==> src/rtl/add_pipe_arbiter_if.sv <==
// Request, adder-side and response signals of add_pipe_arbiter.
// slave is the arbiter's view; master is the requester/adder/consumer side.
interface add_pipe_arbiter_if #(
    parameter int NUM_REQ = 4,
    parameter int WIDTH   = 32
);
    localparam int IDW = $clog2(NUM_REQ);

    logic [NUM_REQ-1:0]       req_valid;
    logic [NUM_REQ-1:0]       req_ready;
    logic [NUM_REQ*WIDTH-1:0] req_a;
    logic [NUM_REQ*WIDTH-1:0] req_b;
    logic                     pipe_valid;
    logic [WIDTH-1:0]         pipe_a;
    logic [WIDTH-1:0]         pipe_b;
    logic                     pipe_out_valid;
    logic [WIDTH-1:0]         pipe_c;
    logic                     resp_valid;
    logic                     resp_ready;
    logic [WIDTH-1:0]         resp_data;
    logic [IDW-1:0]           resp_id;

    modport slave (
        input  req_valid, req_a, req_b, pipe_out_valid, pipe_c, resp_ready,
        output req_ready, pipe_valid, pipe_a, pipe_b, resp_valid, resp_data, resp_id
    );

    modport master (
        output req_valid, req_a, req_b, pipe_out_valid, pipe_c, resp_ready,
        input  req_ready, pipe_valid, pipe_a, pipe_b, resp_valid, resp_data, resp_id
    );
endinterface

==> src/rtl/add_pipe_arbiter.sv <==
// Round-robin sharing of one fixed-latency pipelined adder with a credit-protected result FIFO.
// Optional ADD_PIPE_ARB_STATS_EN adds saturating issue / credit-stall counters.
module add_pipe_arbiter #(
    parameter int NUM_REQ    = 4,
    parameter int WIDTH      = 32,
    parameter int LATENCY    = 2,
    parameter int FIFO_DEPTH = 4
) (
    input  logic                clk,
    input  logic                rst,
    add_pipe_arbiter_if.slave   bus
`ifdef ADD_PIPE_ARB_STATS_EN
    ,
    output logic [31:0]         issue_count,
    output logic [31:0]         credit_stall_count
`endif
);
    localparam int IDW = $clog2(NUM_REQ);
    localparam int CW  = $clog2(FIFO_DEPTH + 1);
    localparam int PW  = (FIFO_DEPTH > 1) ? $clog2(FIFO_DEPTH) : 1;

    logic [IDW-1:0]   ptr;
    logic [IDW-1:0]   winner;
    logic [CW-1:0]    credits;
    logic             issue;
    logic             push;
    logic             pop;
    logic [WIDTH-1:0] a_arr [NUM_REQ];
    logic [WIDTH-1:0] b_arr [NUM_REQ];
    logic [LATENCY:1] tag_vld;
    logic [IDW-1:0]   tag_id [1:LATENCY];
    logic [WIDTH-1:0] mem_data [FIFO_DEPTH];
    logic [IDW-1:0]   mem_id [FIFO_DEPTH];
    logic [PW-1:0]    wr_ptr;
    logic [PW-1:0]    rd_ptr;
    logic [CW-1:0]    count;

    function automatic logic [IDW-1:0] rr_idx(input logic [IDW-1:0] base, input int off);
        int s;
        s = int'(base) + off;
        if (s >= NUM_REQ) s = s - NUM_REQ;
        return IDW'(s);
    endfunction

    function automatic logic [PW-1:0] wrap_inc(input logic [PW-1:0] p);
        return (p == PW'(FIFO_DEPTH - 1)) ? '0 : p + 1'b1;
    endfunction

    always_comb begin
        for (int i = 0; i < NUM_REQ; i++) begin
            a_arr[i] = bus.req_a[i*WIDTH +: WIDTH];
            b_arr[i] = bus.req_b[i*WIDTH +: WIDTH];
        end
    end

    // Scan from the far end back toward ptr so the closest valid requester is the last writer.
    always_comb begin
        winner = ptr;
        for (int k = NUM_REQ - 1; k >= 0; k--) begin
            if (bus.req_valid[rr_idx(ptr, k)]) winner = rr_idx(ptr, k);
        end
    end

    assign issue = (|bus.req_valid) && (credits != '0);

    always_comb begin
        bus.req_ready = '0;
        if (issue) bus.req_ready[winner] = 1'b1;
    end

    assign bus.pipe_valid = issue;
    assign bus.pipe_a     = issue ? a_arr[winner] : '0;
    assign bus.pipe_b     = issue ? b_arr[winner] : '0;

    always_ff @(posedge clk) begin
        if (rst) begin
            ptr <= '0;
        end else if (issue) begin
            ptr <= (winner == IDW'(NUM_REQ - 1)) ? '0 : winner + 1'b1;
        end
    end

    // Tag stage k holds the op issued k cycles ago; stage LATENCY meets pipe_out_valid.
    always_ff @(posedge clk) begin
        if (rst) begin
            tag_vld <= '0;
            for (int k = 1; k <= LATENCY; k++) tag_id[k] <= '0;
        end else begin
            tag_vld[1] <= issue;
            tag_id[1]  <= winner;
            for (int k = 2; k <= LATENCY; k++) begin
                tag_vld[k] <= tag_vld[k-1];
                tag_id[k]  <= tag_id[k-1];
            end
            assert (tag_vld[LATENCY] == bus.pipe_out_valid)
                else $fatal(1, "add_pipe_arbiter: tag valid and pipe_out_valid disagree");
        end
    end

    assign push           = bus.pipe_out_valid;
    assign bus.resp_valid = (count != '0);
    assign pop            = bus.resp_valid && bus.resp_ready;
    assign bus.resp_data  = bus.resp_valid ? mem_data[rd_ptr] : '0;
    assign bus.resp_id    = bus.resp_valid ? mem_id[rd_ptr] : '0;

    always_ff @(posedge clk) begin
        if (push) begin
            mem_data[wr_ptr] <= bus.pipe_c;
            mem_id[wr_ptr]   <= tag_id[LATENCY];
        end
    end

    // Credits reserve a FIFO slot at issue time, so a push can never find the FIFO full.
    always_ff @(posedge clk) begin
        if (rst) begin
            wr_ptr  <= '0;
            rd_ptr  <= '0;
            count   <= '0;
            credits <= CW'(FIFO_DEPTH);
        end else begin
            if (push) wr_ptr <= wrap_inc(wr_ptr);
            if (pop)  rd_ptr <= wrap_inc(rd_ptr);
            case ({push, pop})
                2'b10:   count <= count + 1'b1;
                2'b01:   count <= count - 1'b1;
                default: count <= count;
            endcase
            case ({issue, pop})
                2'b10:   credits <= credits - 1'b1;
                2'b01:   credits <= credits + 1'b1;
                default: credits <= credits;
            endcase
        end
    end

`ifdef ADD_PIPE_ARB_STATS_EN
    function automatic logic [31:0] sat_inc(input logic [31:0] v);
        return (v == 32'hFFFF_FFFF) ? v : v + 32'd1;
    endfunction

    always_ff @(posedge clk) begin
        if (rst) begin
            issue_count        <= '0;
            credit_stall_count <= '0;
        end else begin
            if (issue) issue_count <= sat_inc(issue_count);
            if ((|bus.req_valid) && (credits == '0))
                credit_stall_count <= sat_inc(credit_stall_count);
        end
    end
`endif
endmodule

==> src/flat_wrapper.sv <==
// flat-port wrapper written by rule: the top's interface ports become plain ports
module add_pipe_arbiter_flat 
#(
    parameter int NUM_REQ    = 4,
    parameter int WIDTH      = 32,
    parameter int LATENCY    = 2,
    parameter int FIFO_DEPTH = 4
)
  (clk, rst, bus_req_valid, bus_req_a, bus_req_b, bus_pipe_out_valid, bus_pipe_c, bus_resp_ready, bus_req_ready, bus_pipe_valid, bus_pipe_a, bus_pipe_b, bus_resp_valid, bus_resp_data, bus_resp_id);
  add_pipe_arbiter_if #(.NUM_REQ(NUM_REQ), .WIDTH(WIDTH)) bus_i ();
  input  logic clk;
  input  logic rst;
  input wire logic [$bits(bus_i.req_valid)-1:0] bus_req_valid;
  input wire logic [$bits(bus_i.req_a)-1:0] bus_req_a;
  input wire logic [$bits(bus_i.req_b)-1:0] bus_req_b;
  input wire logic [$bits(bus_i.pipe_out_valid)-1:0] bus_pipe_out_valid;
  input wire logic [$bits(bus_i.pipe_c)-1:0] bus_pipe_c;
  input wire logic [$bits(bus_i.resp_ready)-1:0] bus_resp_ready;
  output wire logic [$bits(bus_i.req_ready)-1:0] bus_req_ready;
  output wire logic [$bits(bus_i.pipe_valid)-1:0] bus_pipe_valid;
  output wire logic [$bits(bus_i.pipe_a)-1:0] bus_pipe_a;
  output wire logic [$bits(bus_i.pipe_b)-1:0] bus_pipe_b;
  output wire logic [$bits(bus_i.resp_valid)-1:0] bus_resp_valid;
  output wire logic [$bits(bus_i.resp_data)-1:0] bus_resp_data;
  output wire logic [$bits(bus_i.resp_id)-1:0] bus_resp_id;
  assign bus_i.req_valid = bus_req_valid;
  assign bus_i.req_a = bus_req_a;
  assign bus_i.req_b = bus_req_b;
  assign bus_i.pipe_out_valid = bus_pipe_out_valid;
  assign bus_i.pipe_c = bus_pipe_c;
  assign bus_i.resp_ready = bus_resp_ready;
  assign bus_req_ready = bus_i.req_ready;
  assign bus_pipe_valid = bus_i.pipe_valid;
  assign bus_pipe_a = bus_i.pipe_a;
  assign bus_pipe_b = bus_i.pipe_b;
  assign bus_resp_valid = bus_i.resp_valid;
  assign bus_resp_data = bus_i.resp_data;
  assign bus_resp_id = bus_i.resp_id;
  add_pipe_arbiter #(.NUM_REQ(NUM_REQ), .WIDTH(WIDTH), .LATENCY(LATENCY), .FIFO_DEPTH(FIFO_DEPTH)) u_core (.clk(clk), .rst(rst), .bus(bus_i));
endmodule
==> config.mk <==
export PLATFORM = sky130hd
export DESIGN_NAME = add_pipe_arbiter_flat
export DESIGN_NICKNAME = d
export VERILOG_FILES = /design/src/rtl/add_pipe_arbiter_if.sv /design/src/rtl/add_pipe_arbiter.sv /design/src/flat_wrapper.sv
export SDC_FILE = /design/constraint.sdc
export NUM_CORES = 1
export LEC_CHECK = 0
export CAP_MARGIN = 0
export CORE_AREA = 5 5 151 153
export CTS_CLUSTER_SIZE = 30
export DETAILED_ROUTE_END_ITERATION = 7
export DIE_AREA = 0 0 156 158
export PLACE_DENSITY = 0.74
export SLEW_MARGIN = 0
export SYNTH_ARGS = -nofsm -noshare
export SYNTH_HDL_FRONTEND = slang
export SYNTH_SLANG_ARGS = --single-unit
export TNS_END_PERCENT = 5
==> constraint.sdc <==
create_clock -name clk -period 2.7 [get_ports clk]
set_input_delay 0.54 -clock clk [delete_from_list [all_inputs] [get_ports clk]]
set_output_delay 0.54 -clock clk [all_outputs]
set_load 0.01 [all_outputs]
Word level (Yosys, flattened, before mapping):

Memories as Yosys holds them, arrays and structs flattened. A register that Yosys moved wholly into a read port is not among the register bits.
Cells that the tools add are included.

* add/subtract/negate cells: 14
* $lt $le $gt $ge: 11
* multiplexer cells: 45
* reductions and logical operators: 8
* eq/ne operators: 7
* bitwise operators: 3

Operator list (number)
* $mux 32: 7
* $bmux 32 s2: 2
* $mux 2: 18
* $lt 2x3->1 const B: 5
* $ge 3x3->1 const B: 4
* $pmux 3 s2: 2
* $eq 2x2->1 const B: 5
* $mux 1: 10
* $bmux 1 s2: 4
* $sub 2x1->2 const B: 4
* $add 2x1->2 const B: 3
* $add 2x2->3 const B: 2
* $add 3x1->3 const B: 2
* $reduce_bool 3->1: 2
* $sub 3x1->3 const B: 2
* $eq 2x1->1 const B: 2
* $mux 4: 1
* $reduce_bool 2->1: 2
* $reduce_or 4->1: 1
* $add 2x1->3 const B: 1
* $ge 2x3->1 const B: 1
* $logic_and 1x1->1: 3
* $not 2->3: 1
* $demux 1 s2: 1
* 2 further kinds: 3

* word-level logic and storage cells: 96
* bits in registers: 12
* input bits: 296
* memory bits (writable): 140
* output and inout port bits: 104
* memories: 3

Memory list
* u_core.mem_data: depth 4, bits a word 32, read ports 1, clocked after Yosys merged registers in 1, wr ports 1, line add_pipe_arbiter.sv:32 `logic [WIDTH-1:0] mem_data [FIFO_DEPTH];`
* u_core.mem_id: depth 4, bits a word 2, read ports 1, clocked after Yosys merged registers in 1, wr ports 1, line add_pipe_arbiter.sv:33 `logic [IDW-1:0] mem_id [FIFO_DEPTH];`
* u_core.tag_id: depth 2, bits a word 2, read ports 2, clocked after Yosys merged registers in 0, wr ports 2, line add_pipe_arbiter.sv:31 `logic [IDW-1:0] tag_id [1:LATENCY];`

Logic depth before layout (Yosys ltp):

* depth after elaboration: 14
* gate-level depth with buffers: 10
* depth with buffers taken out: 9

Least setup slack after synthesis:

OpenSTA, ideal clock, no wires.

* kind: input port to flip-flop
* from: input bus_req_valid[2]
* to: register u_core.credits[2]
* buffers on the path: 0
* data required time: 2568 ps
* arrival time: 2296 ps
* path slack: 272 ps
* stages on the path: 9
* library setup time: 132 ps
* cell sequence: nor2_1 a21oi_2 inv_1 ha_1 inv_1 fa_1 xor2_1 o21ai_0 or3b_2

* cells in the longest elaborated chain, start to end: 4
* elaborated cells on any way between the ends: 6
* classes of those cells: 2 x eq/ne; 1 x mux; 3 x reduce/logical

Ends and longest elaborated chain
* start, declared: line flat_wrapper.sv:13 `input wire logic [$bits(bus_i.req_valid)-1:0] bus_req_valid;`
* $reduce_or 4->1 *: line add_pipe_arbiter.sv:64 `assign issue = (|bus.req_valid) && (credits != '0);`
* $logic_and 1x1->1 *: line add_pipe_arbiter.sv:64
* named net bus_pipe_valid: line flat_wrapper.sv:20 `output wire logic [$bits(bus_i.pipe_valid)-1:0] bus_pipe_valid;`
* $eq 2x1->1 or $eq 2x2->1 (tied branches): line add_pipe_arbiter.sv:128 `case ({issue, pop})`
* $pmux 3 s2 or $reduce_bool 2->1 (tied branches)
* end signal, assigned: line add_pipe_arbiter.sv:129 `2'b10: credits <= credits - 1'b1;`
* end signal, assigned: line add_pipe_arbiter.sv:130 `2'b01: credits <= credits + 1'b1;`
* end signal, assigned: line add_pipe_arbiter.sv:131 `default: credits <= credits;`
* end, declared: line add_pipe_arbiter.sv:24 `logic [CW-1:0] credits;`

Mark *: on every way through the listed nets, which the timed path passes. The rest lies on a longest branch.
A chain may end at the register's enable or synchronous reset.

Worst setup path after layout:

* from: register u_core.ptr[0]
* to: output bus_pipe_a[14]

* cells in the longest elaborated chain, start to end: 14
* elaborated cells on any way between the ends: 32
* classes of those cells: 7 x add/sub; 4 x order compare; 20 x mux; 1 x bitwise

Ends and longest elaborated chain
* start, declared: line add_pipe_arbiter.sv:22 `logic [IDW-1:0] ptr;`
* start signal, assigned: line add_pipe_arbiter.sv:79 `ptr <= (winner == IDW'(NUM_REQ - 1)) ? '0 : winner + 1'b1;`
* $add 2x2->3: line add_pipe_arbiter.sv:40 `s = int'(base) + off;`
* $ge 3x3->1 or $sub 2x1->2 (tied branches): line add_pipe_arbiter.sv:41 `if (s >= NUM_REQ) s = s - NUM_REQ;`
* $mux 2: line add_pipe_arbiter.sv:41
* $bmux 1 s2: line add_pipe_arbiter.sv:60 `if (bus.req_valid[rr_idx(ptr, k)]) winner = rr_idx(ptr, k);`
* $mux 1 (implied by the code): line add_pipe_arbiter.sv:60
* $mux 2 (3 in series): line add_pipe_arbiter.sv:60
* $mux 2 *: line add_pipe_arbiter.sv:60
* $not 2->3 (implied by the code) *: line add_pipe_arbiter.sv:72 `assign bus.pipe_a = issue ? a_arr[winner] : '0;`
* $bmux 32 s2 *: line add_pipe_arbiter.sv:72
* $mux 32 (implied by the code) * (2 in series): line add_pipe_arbiter.sv:72
* $mux 32 *: line add_pipe_arbiter.sv:72
* end, declared: line flat_wrapper.sv:21 `output wire logic [$bits(bus_i.pipe_a)-1:0] bus_pipe_a;`

Mark *: on every way between the ends. The rest lies on a longest branch, timed or not. The select of a mux whose other input is x is not followed.

==> metrics.md <==
| Metric | Value |
|---|---|
| Status | `finished with violations` |
| Failing checks | `negative setup slack` |
| Top FF cell, synth | `edfxtp_1` |
| R2r setup slk | `280 ps` |
| First-pass GRT wire length | `43.86 mm` |
| Sequential fraction of the synthesis area | `0.5511` |
| FF+latch count, synth | `154` |
| R2R cell count | `10` |
| CTS tree | `done` |
| Die Wd | `156 um` |
| Post-Syn Area | `0.008064 mm2` |
| Number of synthesized flops with an enable pin | `136` |
| WS Path Type | `flop to output pin` |
| Final std cells w/o fill | `1,291` |
| Synth async-reset ratio | `0` |
| Worst Setup End Kind | `output pin` |
| Vias per cell | `5.057` |
| CP Launch Type | `flop` |
| DP Wirelength | `25.20 mm` |
| IO Port Bufs | `399` |
| Sink Count | `154` |
| Slowest cell delay on critical path | `370 ps` |
| Max-slew violations | `0` |
| Slowest CP cell | `dfxtp_2` |
| DRC | `0` |
| Leakage | `5.174 nW` |
| Share of the clock period used by the worst path | `1.055` |
| WHS Path Cells | `1` |
| CP Data Required Time | `2160 ps` |
| TNS Setup | `-5637 ps` |
| Commonest non-fill, non-tap cell in the layout | `clkdlybuf4s50_1` |
| Fmax | `0.3512 GHz` |
| Hold Path Class | `flop to flop` |
| Vias | `6,528` |
| Gpl congestion | `0.9049` |
| Fin worst setup slack | `-147.8 ps` |
| Vias in the first global route | `6,847` |
| Post-synthesis cell count | `541` |
| Worst relative slew slack | `0.7638` |
| Die footprint | `0.02465 mm2` |
| Design Power | `0.01118 W` |
| Syn Area/Cell | `14.91 um2` |
| CP Cell Sequence | `and2b_2, o31ai_4, buf_6, buf_12, buf_4, buf_8, mux2i_1, o22ai_1, buf_2` |
| Die Height | `158 um` |
| Syn-to-layout area delta | `66.95%` |
| Post-DRT Antenna Nets | `0` |
| Root buf cell | `clkbuf_16` |
| Crit Reg-Reg Startpoint | `u_core.credits[0]` |
| Worst reg2reg path endpoint | `u_core.credits[2]` |
| Worst path arrival time | `2310 ps` |
| Clk buf depth | `2` |
| Finish-stage setup viols | `63` |
| Grt total ovfl | `0` |
| Insertion delay to the later sink of the worst-skew pair | `410 ps` |
| Max-cap check violation count | `0` |
| DRT iter0 DRCs | `306` |
| Initial antenna violation count | `3` |
| Worst path buffer plus inverter count | `5` |
| RSZ-0062 raised after global routing | `true` |
| Wirelength, routed | `31.68 mm` |
| WL per Instance | `24.54 um` |
| Worst Skew | `7.617 ps` |
| Final Hold Viols | `0` |
| Core box area | `0.02142 mm2` |
| Pre-antenna DRT Iters | `4` |
| Placed insts | `1,237` |
| Site Rows | `54` |
| Pwr dens | `830.5 mW/mm2` |
| Min-Delay Endpoint | `u_core.tag_id[2][1]` |
| IO Pins | `400` |
| Yosys cell types | `37` |
| Layout cells sized above 1 | `0.2577` |
| Max IR drop VDD | `0.5098 mV` |
| H-tree Lvls | `4` |
| Clk pin slew, worst setup/hold paths | `60 ps` |
| CP delay by family, top | `buffers and inverters` |
| Actual transition at the worst max-transition pin | `354.3 ps` |
| Num CTS Buffers | `17` |
| Most frequent cells in the layout | `clkdlybuf4s50_1, edfxtp_1, mux2i_1, buf_2, o22ai_1` |
| Post-route minimum period | `2848 ps` |
| Net count, final | `1,306` |
| Hold Startpoint | `u_core.tag_id[1][1]` |
| Largest net degree at the start of global routing | `47` |
| Syn nets | `850` |
| Synth warnings | `0` |
| Initial core utilization | `0.3765` |
| Max FO, Critical Path | `8` |
| GRT Total Usage | `0.2461` |
-- cell families (layout without fill, tap and decap cells) --
logic type | count (synthesis) | count (layout) | synth area share
multiplexers | 166 | 166 | 0.2588
flip-flops | 154 | 154 | 0.5511
AO/OA/AOI/OAI | 79 | 79 | 0.06284
AND/OR/NAND/NOR | 73 | 73 | 0.05167
buffers and inverters | 52 | 520 | 0.04919
adder cells (fa/ha/maj) | 13 | 13 | 0.02203
XOR/XNOR | 4 | 4 | 0.004344
other | 0 | 2 | 0
-- power breakdown --
group	internal [W]	switching [W]	total, W
clock	0.00138	0.000926	0.00230
sequential	0.00276	0.0000855	0.00285
combinational	0.00314	0.00289	0.00603
-- repair_timing --
item,4_1_cts,5_1_grt
resized for setup,340,35
cloned,2,0
pin swaps,22,19
hold buffers,0,0
buffers inserted,4,16
endpoints found under the setup margin,104,71
-- cell type report --
class | instances | area [um2]
antenna | 2 | 5.005
clock buffer | 17 | 425.4
clock inverter | 14 | 160.2
fill | 1649 | 7955
inverter | 12 | 45.04
multi-input combinational | 335 | 3430
sequential | 154 | 4448
tap | 280 | 350.3
timing repair buffer | 477 | 4599
-- state kept, by name, summed over array words and instances (netlist names), named ones only --
| name | flops |
|---|---|
| u_core.count | 3 |
| u_core.mem_id | 8 |
| u_core.mem_data | 128 |
| u_core.credits | 3 |
| u_core.rd_ptr | 2 |
| u_core.wr_ptr | 2 |
| u_core.ptr | 2 |
| u_core.tag_id | 4 |
-- cells in the mapped netlist, types with 2 or more instances --
library cell | count | area, um2
edfxtp_1 | 136 | 4084
mux2i_1 | 132 | 1321
o22ai_1 | 64 | 400.4
and2_1 | 42 | 262.8
mux4_2 | 34 | 765.7
dfxtp_1 | 18 | 360.4
nor2_1 | 14 | 52.55
ha_1 | 11 | 137.6
inv_1 | 10 | 37.54
clkbuf_1 | 9 | 33.78
buf_2 | 8 | 40.04
a21oi_1 | 6 | 30.03
buf_1 | 6 | 22.52
buf_12 | 6 | 120.1
buf_8 | 5 | 75.07
nor2b_1 | 4 | 25.02
nor3_1 | 4 | 20.02
xor2_1 | 4 | 35.03
o21ai_0 | 3 | 15.01
buf_4 | 2 | 15.01
clkbuf_4 | 2 | 15.01
fa_1 | 2 | 40.04
inv_2 | 2 | 7.510
nand2_1 | 2 | 7.510
nand2_2 | 2 | 12.51
or3_1 | 2 | 12.51
-- stage by stage --
stage / instance area [um2] / hold WS [ps] / utilization / setup slack [ps]
6_report: 13460 / 458.6 / 0.6286 / -147.8
5_1_grt: 13460 / 475.5 / 0.6286 / -273.5
4_1_cts: 13250 / 457.4 / 0.6185 / -147.9
3_5_place_dp: 12680 / 456.7 / 0.5921 / -760.5
3_3_place_gp: 12680 / 456.6 / 0.5921 / -783.6
2_1_floorplan: 8064 / 413.8 / - / 271.8
-- how the worst max path moves through the flow --
stage	startpoint	end	slack, ps	cells past startpoint
after floorplan	bus_req_valid[2]	u_core.credits[2]	270	9
after global placement	bus_req_valid[3]	bus_pipe_b[27]	-780	10
after detailed placement	bus_req_valid[0]	bus_pipe_b[31]	-760	10
after CTS	u_core.ptr[1]	bus_pipe_a[19]	-150	10
after global routing	u_core.ptr[0]	bus_pipe_a[1]	-270	9
final	u_core.ptr[0]	bus_pipe_a[14]	-150	9
-- layer usage --
metal	up-vias	share of wire	GRT usage	wire [um]
met2	290	0.49	0.3950	15640
li1	3061	-	-	-
met1	3144	0.39	0.3108	12240
met5	-	0.00038	0	12
met4	2	0.013	0.05586	426
met3	31	0.11	0.1066	3354
Note: power is estimated with default switching activity, not from simulation.
==> variant, RTL diff (same flow settings) <==
`LATENCY` is set to 2 in 2 places; all go to 1.
--- a/src/rtl/add_pipe_arbiter.sv
+++ b/src/rtl/add_pipe_arbiter.sv
@@ -3,7 +3,7 @@
 module add_pipe_arbiter #(
     parameter int NUM_REQ    = 4,
     parameter int WIDTH      = 32,
-    parameter int LATENCY    = 2,
+    parameter int LATENCY    = 1,
     parameter int FIFO_DEPTH = 4
 ) (
     input  logic                clk,
--- a/src/flat_wrapper.sv
+++ b/src/flat_wrapper.sv
@@ -3,7 +3,7 @@
 #(
     parameter int NUM_REQ    = 4,
     parameter int WIDTH      = 32,
-    parameter int LATENCY    = 2,
+    parameter int LATENCY    = 1,
     parameter int FIFO_DEPTH = 4
 )
   (clk, rst, bus_req_valid, bus_req_a, bus_req_b, bus_pipe_out_valid, bus_pipe_c, bus_resp_ready, bus_req_ready, bus_pipe_valid, bus_pipe_a, bus_pipe_b, bus_resp_valid, bus_resp_data, bus_resp_id);
Formal check against the unedited RTL: not equivalent (Yosys sat finds a counterexample within 4 cycles, from zero or initial values and one cycle with rst high).
==> variant against the unedited design <==
The run still ends with setup timing left. Register-to-register slack worse by 30 ps. Total power up 11%. Fmax down 2.9%. Sequential share of layout area down 2.5 points. Sequential power about the same. Clock skew down 0.54 ps. Setup slack worse by 85 ps. Sequential cell count down 2. Wire length up 7.5%. Combinational power up 20%. Synthesized area up 3.2%. Count of clock-buffer cells in the layout up 2. Final area up 7.5%. Critical endpoint is now bus_pipe_b[18]. Largest cell class unchanged. Highest routed layer unchanged.
==> variant: results <==
[drt]
avgViaCountPerCell = 5.141
dr_total_vias = 6801
first_iter_violations = 431
drtPass1Iterations = 5
wl_per_cell_um = 25.74

[synthesis]
synthTopCellsByCount = "edfxtp_1, mux2i_1, o22ai_2"
synth-seq-area-share = 0.5292
yosysUniqueCellTypes = 36
synthesis.nets = 846
synthMuxAreaShare = 0.2508
synth-adder-area-share = 0.02135
synth_compound_area_frac = 0.09623
synth_area_leaders = "edfxtp_1, mux2i_1, mux4_2, o22ai_2, dfxtp_1"
ys_async_sr_fraction = 0

[timing]
setup_ws_ps = -232.9
tns_ps = -10640
slew-limit-headroom = 0.7398
whs_ps = 483.1
setup_viol = 68

[layout]
drive_gt1_frac = 0.3558
top_regs = "u_core.mem_data: 128 flops, u_core.mem_id: 8 flops"

[setup_path]
ff2ff_setup_slack_ps = 250
arrival_ps = 2390
crit_fanout = 13

[pwr]
p_leak_nw = 5.697
peakVddDrop_mv = 0.5170

[run_status]
run_status = "finished with violations"
violations = "setup timing"

[grt]
grt_pass1_wl_mm = 45.81
antenna_found_initial = 4
grt_max_degree = 35
grt_pass1_vias = 7033

[placement]
dp_hpwl_mm = 25.60
dp_cells = 1243
post-place-ws_ps = -908.5
[variant: cell count changes after synthesis, moves of 2 or more]
cell     before  now
dfxtp_1      18   16
buf_1         6    1
buf_6         1    6
buf_4         2    0
nor2b_1       4    2
buf_2         8   10
o22ai_2       0   47
o22ai_1      64   17
[variant: logic make-up after synthesis]
family                   Yosys count
adder cells (fa/ha/maj)           13
XOR/XNOR                           4
flip-flops                       152
AND/OR/NAND/NOR                   71
AO/OA/AOI/OAI                     79
multiplexers                     166
buffers and inverters             52
[variant: routing by layer]
layer	global-route usage	share of wire
met1	0.3330	0.39
met2	0.4241	0.50
met3	0.08311	0.094
met4	0.06419	0.015
met5	0	0.00038
[variant: layout make-up]
cell class	instances	area (µm²)
Multi-Input combinational cell	333	3993
Clock buffer	19	432.9
Tap cell	280	350.3
Fill cell	1541	6947
Antenna cell	3	7.507
Inverter	12	47.55
Clock inverter	12	151.4
Sequential cell	152	4414
Timing Repair Buffer	512	5075
[variant: timing repair]
action                                  4_1_cts  5_1_grt
endpoints found under the setup margin      102       85
gates resized for setup                     334       95
gates cloned                                  4        4
pin swaps                                     7       15
setup buffers                                16       25
[variant: worst paths after layout]
check | from | endpoint | cells past startpoint
min reg2reg | u_core.tag_id[1][0]$_SDFF_PP0_ | u_core.mem_id[1][0]$_DFFE_PP_ | 0
min | u_core.tag_id[1][0]$_SDFF_PP0_ | u_core.mem_id[1][0]$_DFFE_PP_ | 0
max reg2reg | u_core.credits[0]$_SDFFE_PP0P_ | u_core.credits[2]$_SDFFE_PP1P_ | 10
max | u_core.ptr[0]$_SDFFE_PP0N_ | bus_pipe_b[18] | 8
[variant: where the power goes]
part / switching, W / internal [W]
clock network: 0.000872 / 0.00145
registers: 0.0000956 / 0.00274
logic: 0.00331 / 0.00393
[variant: per-stage QoR]
stage / instance area (µm²) / util
2_1_floorplan: 8322 / -
3_3_place_gp: 13040 / 0.6087
3_5_place_dp: 13040 / 0.6087
4_1_cts: 13890 / 0.6484
5_1_grt: 14470 / 0.6757
6_report: 14470 / 0.6757
